File: config.mk
export PLATFORM = sky130hd
export DESIGN_NAME = pipeline_ctrl
export DESIGN_NICKNAME = d
export VERILOG_FILES = /design/src/rtl/cpu_types_pkg.sv /design/src/rtl/pipeline_hazard_detect.sv /design/src/rtl/pipeline_ctrl.sv
export SDC_FILE = /design/constraint.sdc
export NUM_CORES = 1
export LEC_CHECK = 0
export CAP_MARGIN = 20
export CORE_MARGIN = 2
export CORE_UTILIZATION = 39
export CTS_CLUSTER_DIAMETER = 40
export DETAILED_ROUTE_END_ITERATION = 7
export HOLD_SLACK_MARGIN = 0.03
export PLACE_DENSITY = 0.88
export REMOVE_ABC_BUFFERS = 1
export SLEW_MARGIN = 10
export SYNTH_ARGS = -nofsm -noshare
export SYNTH_HDL_FRONTEND = slang
export SYNTH_HIERARCHICAL = 1
export SYNTH_SLANG_ARGS = --single-unit
File: constraint.sdc
create_clock -name CLK -period 4 [get_ports CLK]
set_input_delay 0.4 -clock CLK [delete_from_list [all_inputs] [get_ports CLK]]
set_output_delay 0.4 -clock CLK [all_outputs]
set_load 0.02 [all_outputs]
File: src/rtl/cpu_types_pkg.sv
// Shared types and constants for the pipeline sequencer.
// The PIPELINE_CTRL_PERF_EN macro is consumed by pipeline_ctrl and does not affect this package.
package cpu_types_pkg;

  typedef enum logic [2:0] {
    BOOT,
    RUN,
    LUSTALL,
    DRAIN,
    HALTED
  } pipectrl_state_t;

  localparam int unsigned LU_STALL_MAX = 3;
  localparam int unsigned LU_CNT_W     = 2;
  localparam int unsigned REG_ADDR_W   = 5;

  // Per-cycle control word driven onto the pipeline register bars and the PC.
  typedef struct packed {
    logic pc_en;
    logic pc_sel;
    logic en_1;
    logic en_2;
    logic en_3;
    logic en_4;
    logic flush_1;
    logic flush_2;
    logic flush_3;
  } pipectrl_out_t;

  localparam pipectrl_out_t CTRL_IDLE     = 9'b00_0000_000;
  localparam pipectrl_out_t CTRL_RUN      = 9'b10_1111_000;
  // Front end frozen, bubble into ID/EX, back end keeps draining.
  localparam pipectrl_out_t CTRL_STALL    = 9'b00_0011_010;
  localparam pipectrl_out_t CTRL_REDIRECT = 9'b11_0001_111;
  localparam pipectrl_out_t CTRL_DRAIN    = 9'b00_0001_111;
  localparam pipectrl_out_t CTRL_HALTED   = 9'b00_0000_111;

endpackage

File: src/rtl/pipeline_hazard_detect.sv
// Combinational load-use hazard compare between the load in EX and the instruction in ID.
module pipeline_hazard_detect
  import cpu_types_pkg::*;
(
  input  logic                  dREN_ex,
  input  logic [REG_ADDR_W-1:0] rt_ex,
  input  logic [REG_ADDR_W-1:0] rs_id,
  input  logic [REG_ADDR_W-1:0] rt_id,
  output logic                  lu_hazard
);

  logic w_dst_valid;
  logic w_src_match;

  // Register 0 is hardwired, so a load into it never creates a dependency.
  assign w_dst_valid = (rt_ex != '0);
  assign w_src_match = (rt_ex == rs_id) || (rt_ex == rt_id);
  assign lu_hazard   = dREN_ex && w_dst_valid && w_src_match;

endmodule

File: src/rtl/pipeline_ctrl.sv
// Per-stage enable/flush sequencer for the four pipeline bars and the PC.
// Define PIPELINE_CTRL_PERF_EN to add the stall/flush/cycle performance counters.
module pipeline_ctrl
  import cpu_types_pkg::*;
#(
  parameter int unsigned LU_STALL_CYCLES = 1,
  parameter int unsigned CNT_W           = 32
) (
  input  logic                  CLK,
  input  logic                  nRST,
  input  logic                  ihit,
  input  logic                  dhit,
  input  logic                  dREN_mem,
  input  logic                  dWEN_mem,
  input  logic                  dREN_ex,
  input  logic [REG_ADDR_W-1:0] rt_ex,
  input  logic [REG_ADDR_W-1:0] rs_id,
  input  logic [REG_ADDR_W-1:0] rt_id,
  input  logic                  redirect_mem,
  input  logic                  halt_mem,
  output logic                  pc_en,
  output logic                  pc_sel,
  output logic                  en_1,
  output logic                  en_2,
  output logic                  en_3,
  output logic                  en_4,
  output logic                  flush_1,
  output logic                  flush_2,
  output logic                  flush_3,
`ifdef PIPELINE_CTRL_PERF_EN
  output logic [CNT_W-1:0]      stall_cnt,
  output logic [CNT_W-1:0]      flush_cnt,
  output logic [CNT_W-1:0]      cycle_cnt,
`endif
  output logic                  halted
);

  if (LU_STALL_CYCLES < 1 || LU_STALL_CYCLES > LU_STALL_MAX || CNT_W < 1) begin : g_bad_param
    $error("pipeline_ctrl: LU_STALL_CYCLES must be 1..3 and CNT_W at least 1");
  end

  localparam logic [LU_CNT_W-1:0] LU_LOAD = LU_CNT_W'(LU_STALL_CYCLES - 1);

  pipectrl_state_t     r_state;
  pipectrl_state_t     w_state_nxt;
  logic [LU_CNT_W-1:0] r_cnt;
  logic [LU_CNT_W-1:0] w_cnt_nxt;
  pipectrl_out_t       w_out;
  logic                w_mem_wait;
  logic                w_lu_hazard;

  assign w_mem_wait = (dREN_mem || dWEN_mem) && !dhit;

  pipeline_hazard_detect u_hazard (
    .dREN_ex   (dREN_ex),
    .rt_ex     (rt_ex),
    .rs_id     (rs_id),
    .rt_id     (rt_id),
    .lu_hazard (w_lu_hazard)
  );

  always_ff @(posedge CLK) begin
    if (!nRST) begin
      r_state <= BOOT;
      r_cnt   <= '0;
    end else begin
      r_state <= w_state_nxt;
      r_cnt   <= w_cnt_nxt;
    end
  end

  always_comb begin
    w_out       = CTRL_IDLE;
    w_state_nxt = r_state;
    w_cnt_nxt   = r_cnt;
    unique case (r_state)
      BOOT: begin
        w_state_nxt = RUN;
      end
      RUN, LUSTALL: begin
        // A data-side wait freezes every bar and the counter, holding any redirect/halt in MEM.
        if (!w_mem_wait) begin
          if (halt_mem) begin
            w_out       = CTRL_DRAIN;
            w_state_nxt = DRAIN;
            w_cnt_nxt   = '0;
          end else if (redirect_mem) begin
            // Any pending load-use hazard is squashed along with the flushed instructions.
            w_out       = CTRL_REDIRECT;
            w_state_nxt = RUN;
            w_cnt_nxt   = '0;
          end else if (r_state == LUSTALL) begin
            w_out = CTRL_STALL;
            if (r_cnt <= LU_CNT_W'(1)) begin
              w_state_nxt = RUN;
              w_cnt_nxt   = '0;
            end else begin
              w_cnt_nxt = r_cnt - LU_CNT_W'(1);
            end
          end else if (w_lu_hazard) begin
            w_out       = CTRL_STALL;
            w_cnt_nxt   = LU_LOAD;
            w_state_nxt = (LU_LOAD != '0) ? LUSTALL : RUN;
          end else if (!ihit) begin
            w_out = CTRL_STALL;
          end else begin
            w_out = CTRL_RUN;
          end
        end
      end
      DRAIN: begin
        w_out       = CTRL_DRAIN;
        w_state_nxt = HALTED;
      end
      HALTED: begin
        w_out = CTRL_HALTED;
      end
      default: begin
        w_state_nxt = BOOT;
        w_cnt_nxt   = '0;
      end
    endcase
  end

  assign pc_en   = w_out.pc_en;
  assign pc_sel  = w_out.pc_sel;
  assign en_1    = w_out.en_1;
  assign en_2    = w_out.en_2;
  assign en_3    = w_out.en_3;
  assign en_4    = w_out.en_4;
  assign flush_1 = w_out.flush_1;
  assign flush_2 = w_out.flush_2;
  assign flush_3 = w_out.flush_3;
  assign halted  = (r_state == HALTED);

`ifdef PIPELINE_CTRL_PERF_EN
  localparam logic [CNT_W-1:0] CNT_ONE = CNT_W'(1);

  logic [CNT_W-1:0] r_stall_cnt;
  logic [CNT_W-1:0] r_flush_cnt;
  logic [CNT_W-1:0] r_cycle_cnt;
  logic             w_in_run;
  logic             w_active;

  assign w_in_run = (r_state == RUN) || (r_state == LUSTALL);
  assign w_active = w_in_run || (r_state == DRAIN);

  // pc_sel is asserted only on an accepted redirect, so it doubles as the redirect event.
  always_ff @(posedge CLK) begin
    if (!nRST) begin
      r_stall_cnt <= '0;
      r_flush_cnt <= '0;
      r_cycle_cnt <= '0;
    end else begin
      if (w_in_run && !pc_en && !(&r_stall_cnt)) r_stall_cnt <= r_stall_cnt + CNT_ONE;
      if (pc_sel && !(&r_flush_cnt))             r_flush_cnt <= r_flush_cnt + CNT_ONE;
      if (w_active && !(&r_cycle_cnt))           r_cycle_cnt <= r_cycle_cnt + CNT_ONE;
    end
  end

  assign stall_cnt = r_stall_cnt;
  assign flush_cnt = r_flush_cnt;
  assign cycle_cnt = r_cycle_cnt;
`endif

endmodule

### After elaboration in Yosys (flattened, before gate mapping)

Cells that the tools add are included.

| storage, ports and cells | value |
|---|---|
| bits in registers | 5 |
| word-level logic and storage cells | 48 |
| bits of input ports | 24 |
| output and inout bits | 10 |

| cells by class | value |
|---|---|
| add/subtract/negate cells | 1 |
| order comparisons | 1 |
| equality and inequality tests | 9 |
| bitwise operators | 2 |
| reductions and logical operators | 12 |
| mux-type cells | 21 |

Operator list:

| cell | count |
|---|---|
| 9-bit two-way mux | 6 |
| 9-bit case mux with 3 select lines | 1 |
| 3-bit two-way mux | 6 |
| 2-bit two-way mux | 6 |
| 3-bit case mux with 4 select lines | 1 |
| 5-bit equality test | 2 |
| 3-bit by 2-bit equality test with 1-bit output (second input constant) | 2 |
| 5-bit by 4-bit inequality test with 1-bit output (second input constant) | 1 |
| 5-bit inequality test (second input constant) | 1 |
| 5-bit nonzero test | 1 |
| 2-bit case mux with 2 select lines | 1 |
| 4-bit AND reduction | 1 |
| 3-bit by 1-bit equality test with 1-bit output (second input constant) | 1 |
| 3-bit equality test (second input constant) | 1 |
| 1-bit logical AND | 3 |
| 3-bit logical NOT | 1 |
| 3-bit AND reduction | 1 |
| 3-bit OR reduction | 1 |
| 2-bit by 1-bit <= comparator with 1-bit output (second input constant) | 1 |
| 1-bit logical OR | 2 |
| 2-bit inequality test (second input constant) | 1 |
| 1-bit NOT | 2 |
| 2-bit OR reduction | 1 |
| 2-bit by 1-bit subtractor with 2-bit output (second input constant) | 1 |
| 1-bit logical NOT | 1 |

### Depth between registers and ports, before layout

Gate-level depths: netlist (run 1).

| depth | value |
|---|---|
| depth in word-level cells | 9 |
| mapped depth | 8 |
| mapped depth without buffers | 8 |

### By module

The synthesis (run 1) kept the hierarchy.

Modules (own cells, without submodules):

| module | cells each | times used | sequential area each (µm²) | area each (µm²) |
|---|---|---|---|---|
| pipeline_ctrl | 60 | 1 | 100.1 | 442.9 |
| pipeline_hazard_detect | 17 | 1 | 0.0 | 125.1 |

### Worst setup path after synthesis (run 1)

Ideal clock, no wire load.

| timing path | value |
|---|---|
| path type | input port to output port |
| start point | input port rt_ex[1] |
| end point | output port en_2 |
| cell stages on the path | 6 |
| setup slack | 1.002 ns |
| buffers on the path | 1 |
| data arrival time | 2.598 ns |
| cells stage by stage | or4_1 > o21ai_1 > a21oi_1 > or4b_1 > nor4_1 > buf_4 |

| between the ends | value |
|---|---|
| longest elaborated chain between the ends | 9 |
| elaborated cells between the ends (all ways) | 12 |
| those cells by class | eq/ne (2); mux (6); reduce/logical (4) |

Ends and longest elaborated chain:

| what | line | text |
|---|---|---|
| from (decl) | pipeline_ctrl.sv:16 | `input logic [REG_ADDR_W-1:0] rt_ex,` |
| 5-bit equality test or 5-bit nonzero test (tied branches) | pipeline_hazard_detect.sv:17, pipeline_hazard_detect.sv:16 |  |
| 1-bit logical OR or 1-bit logical AND (tied branches) | pipeline_hazard_detect.sv:17, pipeline_hazard_detect.sv:18 |  |
| 1-bit logical AND (*) | pipeline_hazard_detect.sv:18 | `assign lu_hazard = dREN_ex && w_dst_valid && w_src_match;` |
| via w_lu_hazard | pipeline_ctrl.sv:50 | `logic w_lu_hazard;` |
| 9-bit two-way mux (*) | pipeline_ctrl.sv:100 | `end else if (w_lu_hazard) begin` |
| 9-bit two-way mux (*) | pipeline_ctrl.sv:92 | `end else if (r_state == LUSTALL) begin` |
| 9-bit two-way mux (*) | pipeline_ctrl.sv:87 | `end else if (redirect_mem) begin` |
| 9-bit two-way mux (*) | pipeline_ctrl.sv:83 | `if (halt_mem) begin` |
| 9-bit two-way mux (*) | pipeline_ctrl.sv:82 | `if (!w_mem_wait) begin` |
| 9-bit case mux with 3 select lines (*) | pipeline_ctrl.sv:76 | `unique case (r_state)` |
| to (decl) | pipeline_ctrl.sv:24 | `output logic en_2,` |

The timed path passes the listed nets; every way through them passes the cells marked *.

### Final worst setup path (run 1)

| timing path | value |
|---|---|
| start point | input port rt_ex[1] |
| end point | output port en_1 |

| between the ends | value |
|---|---|
| longest elaborated chain between the ends | 9 |
| elaborated cells between the ends (all ways) | 12 |
| those cells by class | eq/ne (2); mux (6); reduce/logical (4) |

Ends and longest elaborated chain:

| what | line | text |
|---|---|---|
| 5-bit equality test or 5-bit nonzero test (tied branches) | pipeline_hazard_detect.sv:17, pipeline_hazard_detect.sv:16 |  |
| 1-bit logical OR or 1-bit logical AND (tied branches) | pipeline_hazard_detect.sv:17, pipeline_hazard_detect.sv:18 |  |
| 1-bit logical AND (*) | pipeline_hazard_detect.sv:18 |  |
| via w_lu_hazard | pipeline_ctrl.sv:50 |  |
| 9-bit two-way mux (*) | pipeline_ctrl.sv:100 |  |
| 9-bit two-way mux (*) | pipeline_ctrl.sv:92 |  |
| 9-bit two-way mux (*) | pipeline_ctrl.sv:87 |  |
| 9-bit two-way mux (*) | pipeline_ctrl.sv:83 |  |
| 9-bit two-way mux (*) | pipeline_ctrl.sv:82 |  |
| 9-bit case mux with 3 select lines (*) | pipeline_ctrl.sv:76 |  |
| to (decl) | pipeline_ctrl.sv:23 | `output logic en_1,` |

Marked as above.

==> results.rst, run 1 <==
.. list-table::
   :header-rows: 1

   * - Metric
     - Value
   * - Final setup TNS
     - 0 ps
   * - Post-synthesis instance total
     - 77
   * - Multi-input gate area in the final layout
     - 435 um^2
   * - Seq cells post-synth
     - 5
   * - Total clock buffers created by CTS
     - 3
   * - Post-place setup slack
     - 480 ps
   * - Total global-route track usage
     - 18.3%
   * - Clock-pin slew reported for the worst setup and hold paths after clock tree synthesis
     - 50 ps
   * - Endpoint kind of the worst setup timing path
     - primary output
   * - Number of diodes added for antenna fixing
     - 0
   * - Via density
     - 5.48
   * - Via count
     - 679
   * - Leakage dissipation
     - 0.000333 uW
   * - Io pins
     - 34
   * - Area inside the core boundary
     - 0.00133 mm^2
   * - Type of the worst min-delay path
     - register to register
   * - Cell taking the most area after synthesis
     - dfxtp_1
   * - Total detailed-routing wirelength
     - 1.52 mm
   * - Total number of yosys warnings
     - 6
   * - Number of inserted filler cells in the final layout
     - 129
   * - Transition at the pin with the smallest max-transition slack
     - 750 ps
   * - GR met3 Demand/Resource
     - 3.45%
   * - Skew final
     - 2.18 ps
   * - Total standard cell area after synthesis
     - 568 um^2
   * - Period utilization
     - 87.2%
   * - DRT antenna net count
     - 0
   * - Largest net degree at the start of global routing
     - 15
   * - Number of enable flip-flop cells after synthesis
     - 0
   * - Starting density of the core
     - 42.6%
   * - Achievable Freq
     - 287 MHz
   * - Horiz. Die Dim
     - 42.2 um
   * - Final-report setup violation count
     - 0
   * - Number of hold-repair buffers added at the cts stage
     - 0
   * - Fraction of layout instances using a drive strength above 1
     - 4.59%
   * - Total number of nets in the final design
     - 134
   * - Average instance area after synthesis
     - 7.38 um^2
   * - Headroom to the max-slew limit
     - 49.3%
   * - Global-route layer with the greatest usage
     - met2
   * - Smallest hold slack
     - 483 ps
   * - Met2 Track Usage GR
     - 35.1%
   * - Crit Path Max Fanout
     - 3
   * - TritonCTS clock tree
     - done
   * - Total DRC errors in the routed layout
     - 0
   * - First-pass GRT wire length
     - 2.50 mm
   * - Reg2reg setup slack
     - 2400 ps
   * - Number of max-slew violations in the final report
     - 0
   * - Worst supply voltage drop on vdd
     - 0.134 mV
   * - Main area contributors after synthesis
     - dfxtp_1 (18%), xor2_1 (11%), xnor2_1 (6.2%)
   * - Sequential area share after synthesis
     - 17.6%
   * - RePlAce Congestion
     - 0.753
   * - Worst-Skew Late Latency
     - 260 ps
   * - Flip-flop and latch area
     - 100 um^2
   * - Number of antenna violations at the first check in global routing
     - 0
   * - Synth async-reset ratio
     - 0%
   * - DPL Wire Length
     - 1.23 mm
   * - Result of the run
     - completed
   * - Core Rows
     - 13
   * - Most frequent cells in the layout
     - clkdlybuf4s50_1 (33), nand2_1 (7), xor2_1 (7), nor2_1 (5), dfxtp_1 (5)
   * - Cts repair resizes
     - 0
   * - Data arrival, critical path
     - 3090 ps
   * - Crit Path Category
     - input pin to primary output
   * - Total power
     - 205 uW
   * - Post-CTS setup buffer count
     - 0
   * - Post-detailed-route wirelength per cell
     - 12.2 um
   * - Final cell utilization of the core
     - 68.6%
   * - CTS Sinks
     - 5
   * - Area share of the largest cell type after synthesis
     - 17.6%
   * - Number of global-route vias before repair
     - 666
   * - Root buffer cell
     - clkbuf_4
   * - Unrepaired setup endpoints after global routing
     - no
   * - Area growth syn-to-layout
     - 61.0%
   * - Worst Setup Start Kind
     - input pin
   * - Count of different cell masters after synthesis
     - 37
   * - Max-cap check violation count
     - 0
   * - Sum of overflow across all layers after global routing
     - 0
   * - Final hold violation count
     - 0
   * - Required time worst endpoint
     - 3600 ps
   * - Die area
     - 0.00178 mm^2
   * - DRC marker count from the first detailed-route iteration
     - 9
   * - Number of levels in the clock H-tree
     - 1
   * - Pwr Density
     - 224 mW/mm^2
   * - Worst setup slack after layout
     - 512 ps
   * - Chip Height
     - 42.2 um
   * - Met1 Track Usage GR
     - 16.8%
   * - Minimum period implied by the final worst setup slack
     - 3490 ps
   * - Leading cell type in the layout, fill and taps excluded
     - clkdlybuf4s50_1
   * - Number of buffers between clock root and the deepest sink
     - 2
   * - Number of detailed-routing iterations run before antenna repair
     - 4
   * - Post-synth top flop
     - dfxtp_1
   * - Port bufs
     - 33
## synth_stat cells (2+ instances only)
library cell and number:
nand2b_1 3, nor2_1 5, o21ai_0 4, buf_2 2, nor2b_1 3, xnor2_1 4
buf_4 2, nand2_1 7, nor3_1 4, nor3b_1 2, dfxtp_1 5, a21oi_1 3
nand3_1 2, xor2_1 7, mux2i_1 2
## registers in the layout (all words and copies together) (netlist names)
name and flops:
r_cnt 2, r_state 3
## where the power goes
part | internal, uW | total, uW | leakage [uW] | switching, uW
clock | 38.1 | 64.4 | 0.0000150 | 26.3
sequential | 51.5 | 56.4 | 0.0000408 | 4.92
combinational | 49.0 | 84.4 | 0.000277 | 35.4
## layout make-up
| cell class | instances | share of cell area, % |
|---|---|---|
| well taps | 15 | 2.05 |
| multi-input cells | 66 | 47.6 |
| clock buffers | 4 | 2.87 |
| flip-flops and latches | 5 | 10.9 |
| repair buffers | 33 | 36.1 |
| inverters | 1 | 0.410 |
## worst paths after layout
path | startpoint | end | depth (start not counted)
worst min-delay path | r_cnt[1] | r_cnt[1] | 2
worst max-delay path | rt_ex[1] | en_1 | 7
worst max register to register | r_state[0] | r_state[1] | 4
worst min register to register | r_cnt[1] | r_cnt[1] | 2
## metrics by stage
step                      cell area (um^2)  std cells
after floorplan                        539         72
after global placement                 888        120
after global routing                   915        124
final                                  915        124
after CTS                              915        124
after detailed placement               888        120
## worst max-delay path, cell delays in order
cell and delay (ps):
clkdlybuf4s50_1 460, or4_1 530, o21ai_1 130, a21oi_1 80, or4b_1 540, nor4_1 280, clkdlybuf4s50_1 670
## cells by family after synthesis
| group | after synthesis | synth area share, % |
|---|---|---|
| AOI/OAI and AO/OA | 18 | 21.6 |
| xor gates and xnor gates | 11 | 17.0 |
| buffers and inverters | 6 | 5.72 |
| DFF | 5 | 17.6 |
| muxes | 2 | 3.52 |
| and+or+nand+nor | 35 | 34.6 |
## per-layer routing
metal | vias up | share of wire [%]
li1 | 339 | -
met1 | 299 | 36
met2 | 38 | 54
met3 | 3 | 7.4
met4 | 0 | 1.9
met5 | - | 0
No activity file was read; power rests on OpenSTA's default activity.
==> inputs of run 2 (changes only) <==
--- a/config.mk
+++ b/config.mk
@@ -7,11 +7,11 @@
 export LEC_CHECK = 0
 export CAP_MARGIN = 20
 export CORE_MARGIN = 2
-export CORE_UTILIZATION = 39
+export CORE_UTILIZATION = 36
 export CTS_CLUSTER_DIAMETER = 40
 export DETAILED_ROUTE_END_ITERATION = 7
 export HOLD_SLACK_MARGIN = 0.03
-export PLACE_DENSITY = 0.88
+export PLACE_DENSITY = 0.83
 export REMOVE_ABC_BUFFERS = 1
 export SLEW_MARGIN = 10
 export SYNTH_ARGS = -nofsm -noshare
==> constraint.sdc (replaced) <==
create_clock -name CLK -period 3.8 [get_ports CLK]
set_input_delay 0.38 -clock CLK [delete_from_list [all_inputs] [get_ports CLK]]
set_output_delay 0.38 -clock CLK [all_outputs]
set_load 0.02 [all_outputs]
==> results.rst, run 2 (synthesized netlist as in run 1, its figures left out) <==
.. list-table::
   :header-rows: 1

   * - Metric
     - Value
   * - Crit Path Category
     - input pin to primary output
   * - Pwr Density
     - 225 mW/mm^2
   * - Area after detailed placement
     - 890 um^2
   * - Fraction of layout instances using a drive strength above 1
     - 4.59%
   * - Number of antenna violations at the first check in global routing
     - 0
   * - Final-report setup violation count
     - 0
   * - Reg2reg start
     - r_state[0]
   * - Io pins
     - 34
   * - Via count
     - 658
   * - Leakage dissipation
     - 0.000333 uW
   * - Number of detailed-routing iterations run before antenna repair
     - 2
   * - Post-detailed-route wirelength per cell
     - 11.4 um
   * - Final setup TNS
     - 0 ps
   * - Result of the run
     - completed
   * - Total number of nets in the final design
     - 134
   * - Number of levels in the clock H-tree
     - 1
   * - Sum of overflow across all layers after global routing
     - 0
   * - DRT antenna net count
     - 0
   * - Final hold violation count
     - 0
   * - Number of max-slew violations in the final report
     - 0
   * - DPL Wire Length
     - 1.21 mm
   * - Area inside the core boundary
     - 0.00149 mm^2
   * - Minimum period implied by the final worst setup slack
     - 3520 ps
   * - Layout Cell Area excl Fill
     - 916 um^2
   * - Highest metal layer with signal wires
     - met3
   * - Leading cell type in the layout, fill and taps excluded
     - clkdlybuf4s50_1
   * - Headroom to the max-slew limit
     - 59.4%
   * - Period utilization
     - 92.7%
   * - Hold Path Origin
     - r_cnt[1]
   * - Total DRC errors in the routed layout
     - 0
   * - Total global-route track usage
     - 16.3%
   * - Max FFs per register
     - 3
   * - First-pass GRT wire length
     - 2.34 mm
   * - Detailed-routing wirelength on met1
     - 572 um
   * - Number of buffers between clock root and the deepest sink
     - 2
   * - Port bufs
     - 33
   * - Regs by FF count
     - r_state (3), r_cnt (2)
   * - Core Rows
     - 14
   * - Chip Height
     - 43.7 um
   * - Largest net degree at the start of global routing
     - 15
   * - Worst hold path stage count
     - 2
   * - Number of diodes added for antenna fixing
     - 0
   * - TritonCTS clock tree
     - done
   * - Post-CTS setup buffer count
     - 0
   * - Number of hold-repair buffers added at the cts stage
     - 0
   * - CTS Sinks
     - 5
   * - Root buffer cell
     - clkbuf_4
   * - Horiz. Die Dim
     - 43.7 um
   * - Routed length on met2
     - 741 um
   * - Skew final
     - 2.07 ps
   * - Required time worst endpoint
     - 3420 ps
   * - Clock-pin slew reported for the worst setup and hold paths after clock tree synthesis
     - 40 ps
   * - Number of global-route vias before repair
     - 615
   * - R2r worst-path depth
     - 4
   * - Crit Path Max Fanout
     - 3
   * - Total detailed-routing wirelength
     - 1.43 mm
   * - Reg2reg setup slack
     - 2360 ps
   * - Data arrival, critical path
     - 3140 ps
   * - Worst supply voltage drop on vdd
     - 0.234 mV
   * - Worst min-delay path endpoint
     - r_cnt[1]
   * - RePlAce Congestion
     - 0.684
   * - Area growth syn-to-layout
     - 61.2%
   * - DR WL met3
     - 115 um
   * - Type of the worst min-delay path
     - register to register
   * - DRC marker count from the first detailed-route iteration
     - 3
   * - Starting density of the core
     - 38.2%
   * - Transition at the pin with the smallest max-transition slack
     - 601 ps
   * - Worst-Skew Late Latency
     - 240 ps
   * - Via density
     - 5.26
   * - Max-cap check violation count
     - 0
   * - Critical R2R Capture
     - r_state[1]
   * - Number of inserted filler cells in the final layout
     - 148
   * - Cts repair resizes
     - 0
   * - Unrepaired setup endpoints after global routing
     - no
   * - Endpoint kind of the worst setup timing path
     - primary output
   * - Die area
     - 0.00191 mm^2
   * - Achievable Freq
     - 284 MHz
   * - Largest Register
     - r_state
   * - Most frequent cells in the layout
     - clkdlybuf4s50_1 (33), nand2_1 (7), xor2_1 (7), nor2_1 (5), dfxtp_1 (5)
   * - Total clock buffers created by CTS
     - 3
   * - Worst Setup Start Kind
     - input pin
-- run 2: cell counts in the layout (fill, tap and decap cells not counted) --
No cell type changed its count.
-- run 2: worst max-delay path by stage --
stage | start | endpoint | slack [ps]
floorplan | rt_ex[1] | en_1 | 640
global placement | rt_ex[1] | en_1 | 330
detailed placement | rt_ex[1] | en_2 | 290
CTS | rt_ex[1] | en_2 | 270
global route | rt_ex[1] | en_2 | 150
finish | rt_ex[1] | en_2 | 280
-- run 2: stage by stage --
stage                     total power (uW)  worst slack [ps]  util, %  instances  hold slack, ps
after floorplan                        100               639        -         72             433
after global placement                 148               333     59.7        121             455
after detailed placement               149               292     59.7        121             469
after CTS                              210               273     61.5        125             476
after global routing                   223               148     61.5        125             485
final                                  206               277     61.5        125             474
-- run 2: per-layer routing --
layer  vias up  GRT usage (%)
met3         0           6.67
met5         -              0
met1       291           18.0
li1        339              -
met2        28           29.1
met4         0           3.03
-- run 2: final cells by class --
| cell class | instances | area (um^2) | area share [%] |
|---|---|---|---|
| flip-flops and latches | 5 | 100 | 10.9 |
| multi-input cells | 66 | 435 | 47.5 |
| well taps | 16 | 20.0 | 2.19 |
| clock buffers | 4 | 26.3 | 2.87 |
| inverters | 1 | 3.75 | 0.410 |
| repair buffers | 33 | 330 | 36.1 |
-- run 2: power breakdown --
group / switching (uW) / internal (uW) / total (uW)
combinational: 36.3 / 51.6 / 87.9
sequential: 5.01 / 54.4 / 59.4
clock: 19.6 / 39.5 / 59.2
-- run 2: critical path, stage by stage --
cell	delay, ps
clkdlybuf4s50_1	460
or4_1	540
o21ai_1	130
a21oi_1	70
or4b_1	550
nor4_1	330
clkdlybuf4s50_1	690
==> inputs of run 3 (changes only) <==
--- a/config.mk
+++ b/config.mk
@@ -5,13 +5,15 @@
 export SDC_FILE = /design/constraint.sdc
 export NUM_CORES = 1
 export LEC_CHECK = 0
+export ABC_AREA = 1
 export CAP_MARGIN = 20
+export CORE_ASPECT_RATIO = 1.25
 export CORE_MARGIN = 2
-export CORE_UTILIZATION = 36
+export CORE_UTILIZATION = 39
 export CTS_CLUSTER_DIAMETER = 40
 export DETAILED_ROUTE_END_ITERATION = 7
 export HOLD_SLACK_MARGIN = 0.03
-export PLACE_DENSITY = 0.83
+export PLACE_DENSITY = 0.84
 export REMOVE_ABC_BUFFERS = 1
 export SLEW_MARGIN = 10
 export SYNTH_ARGS = -nofsm -noshare
==> results.rst, run 3 <==
.. list-table::
   :header-rows: 1

   * - Metric
     - Value
   * - Number of detailed-routing iterations run before antenna repair
     - 4
   * - Sequential area share after synthesis
     - 14.9%
   * - Crit-path cells
     - clkdlybuf4s50_1 > inv_2 > nand2_1 > nand2_1 > nor2_1 > nand3_1 > a21oi_2 > inv_1 > nand3_1 > o21ai_0 > nand2_1 > clkdlybuf4s50_1
   * - RePlAce Congestion
     - 0.778
   * - Combinational group share of total power
     - 63.7%
   * - Result of the run
     - completed
   * - Unrepaired setup endpoints after global routing
     - no
   * - Area inside the core boundary
     - 0.00160 mm^2
   * - Number of hold-repair buffers added at the cts stage
     - 0
   * - Final setup TNS
     - 0 ps
   * - TritonCTS clock tree
     - done
   * - Worst min-delay path endpoint
     - r_cnt[0]
   * - Endpoint kind of the worst setup timing path
     - primary output
   * - Root buffer cell
     - clkbuf_4
   * - Number of enable flip-flop cells after synthesis
     - 0
   * - Clock-pin slew reported for the worst setup and hold paths after clock tree synthesis
     - 40 ps
   * - Pwr Density
     - 364 mW/mm^2
   * - Type of the worst min-delay path
     - register to register
   * - Worst hold path stage count
     - 2
   * - Skew final
     - 0.853 ps
   * - Transition at the pin with the smallest max-transition slack
     - 238 ps
   * - DPL Wire Length
     - 1.42 mm
   * - Headroom to the max-slew limit
     - 84.0%
   * - Reg2reg setup slack
     - 2540 ps
   * - Worst Setup Start Kind
     - input pin
   * - Number of diodes added for antenna fixing
     - 0
   * - Post-detailed-route wirelength per cell
     - 9.02 um
   * - Hold Path Origin
     - r_cnt[0]
   * - Most frequent cell on the critical path
     - nand2_1
   * - Switching pwr
     - 164 uW
   * - Die area
     - 0.00207 mm^2
   * - Critical R2R Capture
     - r_state[1]
   * - First-pass GRT wire length
     - 2.52 mm
   * - Most common cell in the netlist
     - nand2_1
   * - Reg2reg start
     - r_state[0]
   * - DRT antenna net count
     - 0
   * - Cell type of the slowest stage on the worst timing path
     - clkdlybuf4s50_1
   * - Placed Instances
     - 171
   * - Required time worst endpoint
     - 3420 ps
   * - Total number of nets in the final design
     - 182
   * - Synth async-reset ratio
     - 0%
   * - R2r worst-path depth
     - 9
   * - Max FFs per register
     - 3
   * - Total number of yosys warnings
     - 6
   * - Worst-Skew Late Latency
     - 240 ps
   * - Power Internal
     - 213 uW
   * - Chip Height
     - 50.4 um
   * - Final cell count without fillers
     - 175
   * - Final hold violation count
     - 0
   * - Via count
     - 816
   * - Regs by FF count
     - r_state (3), r_cnt (2)
   * - Largest net degree at the start of global routing
     - 7
   * - Most frequent cells in the layout
     - nand2_1 (33), clkdlybuf4s50_1 (33), nor2_1 (20), inv_1 (18)
   * - Achievable Freq
     - 370 MHz
   * - Via density
     - 4.66
   * - Total standard cell area after synthesis
     - 672 um^2
   * - Total detailed-routing wirelength
     - 1.58 mm
   * - Worst supply voltage drop on vdd
     - 0.180 mV
   * - Post-synth top flop
     - dfxtp_1
   * - Fraction of layout instances using a drive strength above 1
     - 18.5%
   * - Main area contributors after synthesis
     - nand2_1 (18%), dfxtp_1 (15%), nor2_1 (11%)
   * - Leakage dissipation
     - 0.000519 uW
   * - Total clock buffers created by CTS
     - 3
   * - Switching power share of the total
     - 43.6%
   * - Seq cells post-synth
     - 5
   * - Number of antenna violations at the first check in global routing
     - 0
   * - Post-CTS setup buffer count
     - 0
   * - Post-synthesis instance total
     - 122
   * - DRC marker count from the first detailed-route iteration
     - 11
   * - Cts repair resizes
     - 0
   * - Highest cell delay on the worst timing path
     - 590 ps
   * - Number of max-slew violations in the final report
     - 0
   * - CTS Sinks
     - 5
   * - Total global-route track usage
     - 16.7%
   * - Flop pwr share
     - 20.5%
   * - Synth top cells by count
     - nand2_1 (33), nor2_1 (20), inv_1 (18)
   * - Number of global-route vias before repair
     - 737
   * - Minimum period implied by the final worst setup slack
     - 2700 ps
   * - Data arrival, critical path
     - 2320 ps
   * - Horiz. Die Dim
     - 41.1 um
   * - Total power
     - 377 uW
   * - Count of different cell masters after synthesis
     - 21
   * - Number of levels in the clock H-tree
     - 1
   * - Crit Path Max Fanout
     - 3
   * - Starting density of the core
     - 42.0%
   * - Area share of the largest cell type after synthesis
     - 18.4%
   * - Clock power frac
     - 15.8%
   * - Total DRC errors in the routed layout
     - 0
   * - Io pins
     - 34
   * - Crit Path Category
     - input pin to primary output
   * - Max-cap check violation count
     - 0
   * - Sum of overflow across all layers after global routing
     - 0
   * - Period utilization
     - 71.1%
   * - Final-report setup violation count
     - 0
   * - Port bufs
     - 33
   * - Area growth syn-to-layout
     - 54.2%
   * - Average instance area after synthesis
     - 5.51 um^2
   * - Largest Register
     - r_state
   * - Cell taking the most area after synthesis
     - nand2_1
   * - Number of buffers between clock root and the deepest sink
     - 2
   * - Core Rows
     - 16
[run 3: cell types whose count changed in the layout (fill, tap and decap cells not counted), sizes merged, moves of 3 or more]
cell / before / now
nand2: 7 / 39
inv: 1 / 25
nor2: 5 / 29
nand3: 2 / 8
xor2: 7 / 1
nand2b: 3 / 0
nor2b: 3 / 0
o21ai: 5 / 2
[run 3: final cells by class]
cell class | instances | area, um^2
Tap cell | 18 | 22.5
Inverter | 25 | 93.8
Fill cell | 151 | 566
Clock buffer | 4 | 26.3
Multi-Input combinational cell | 90 | 463
Sequential cell | 5 | 100
Timing Repair Buffer | 33 | 330
[run 3: power groups by stage]
stage / clock, uW / sequential (uW) / combinational (uW)
2_1_floorplan: 0 / 75.9 / 156
6_report: 59.4 / 77.5 / 240
5_1_grt: 63.3 / 78.5 / 266
3_5_place_dp: 0 / 78.6 / 240
4_1_cts: 60.2 / 77.6 / 241
3_3_place_gp: 0 / 78.4 / 234
[run 3: stage by stage]
step                utilization [%]  setup slack, ps  instance area (um^2)  hold WS (ps)
floorplan                         -             1950                   657           463
global placement               63.0             1130                  1010           476
detailed placement             63.0             1080                  1010           481
CTS                            64.7             1080                  1040           492
global route                   64.7              894                  1040           532
finish                         64.7             1100                  1040           486
[run 3: logic make-up (layout without fill, tap and decap cells)]
kind of cell	after synthesis	count (layout)	synth area share, %
flops	5	5	14.9
buf+inv	27	62	16.2
xor+xnor	3	3	3.91
compound gates	7	7	6.89
simple gates	80	80	58.1
[run 3: worst max-delay path by stage]
stage	endpoint	from	cells after the start	slack (ps)
floorplan	en_1	rt_ex[1]	7	1950
global placement	en_2	rt_ex[1]	9	1130
detailed placement	flush_2	rt_ex[0]	12	1080
CTS	flush_2	rt_ex[1]	12	1080
global route	flush_2	rt_ex[0]	12	890
finish	flush_2	rt_ex[0]	12	1100
[run 3: worst max-delay path, delay by kind of cell]
family,cells,cell delay [ps]
AOI/OAI and AO/OA,2,230
buffers and inverters,4,1230
and+or+nand+nor,6,490
[run 3: routing by layer]
metal / wire length, um / part of all wire, % / track usage, % / up-vias
li1: - / - / - / 439
met1: 589 / 37 / 15.6 / 349
met2: 903 / 57 / 33.9 / 28
met3: 85 / 5.4 / 2.65 / 0
met4: 0 / 0 / 3.23 / 0
met5: 0 / 0 / 0 / -
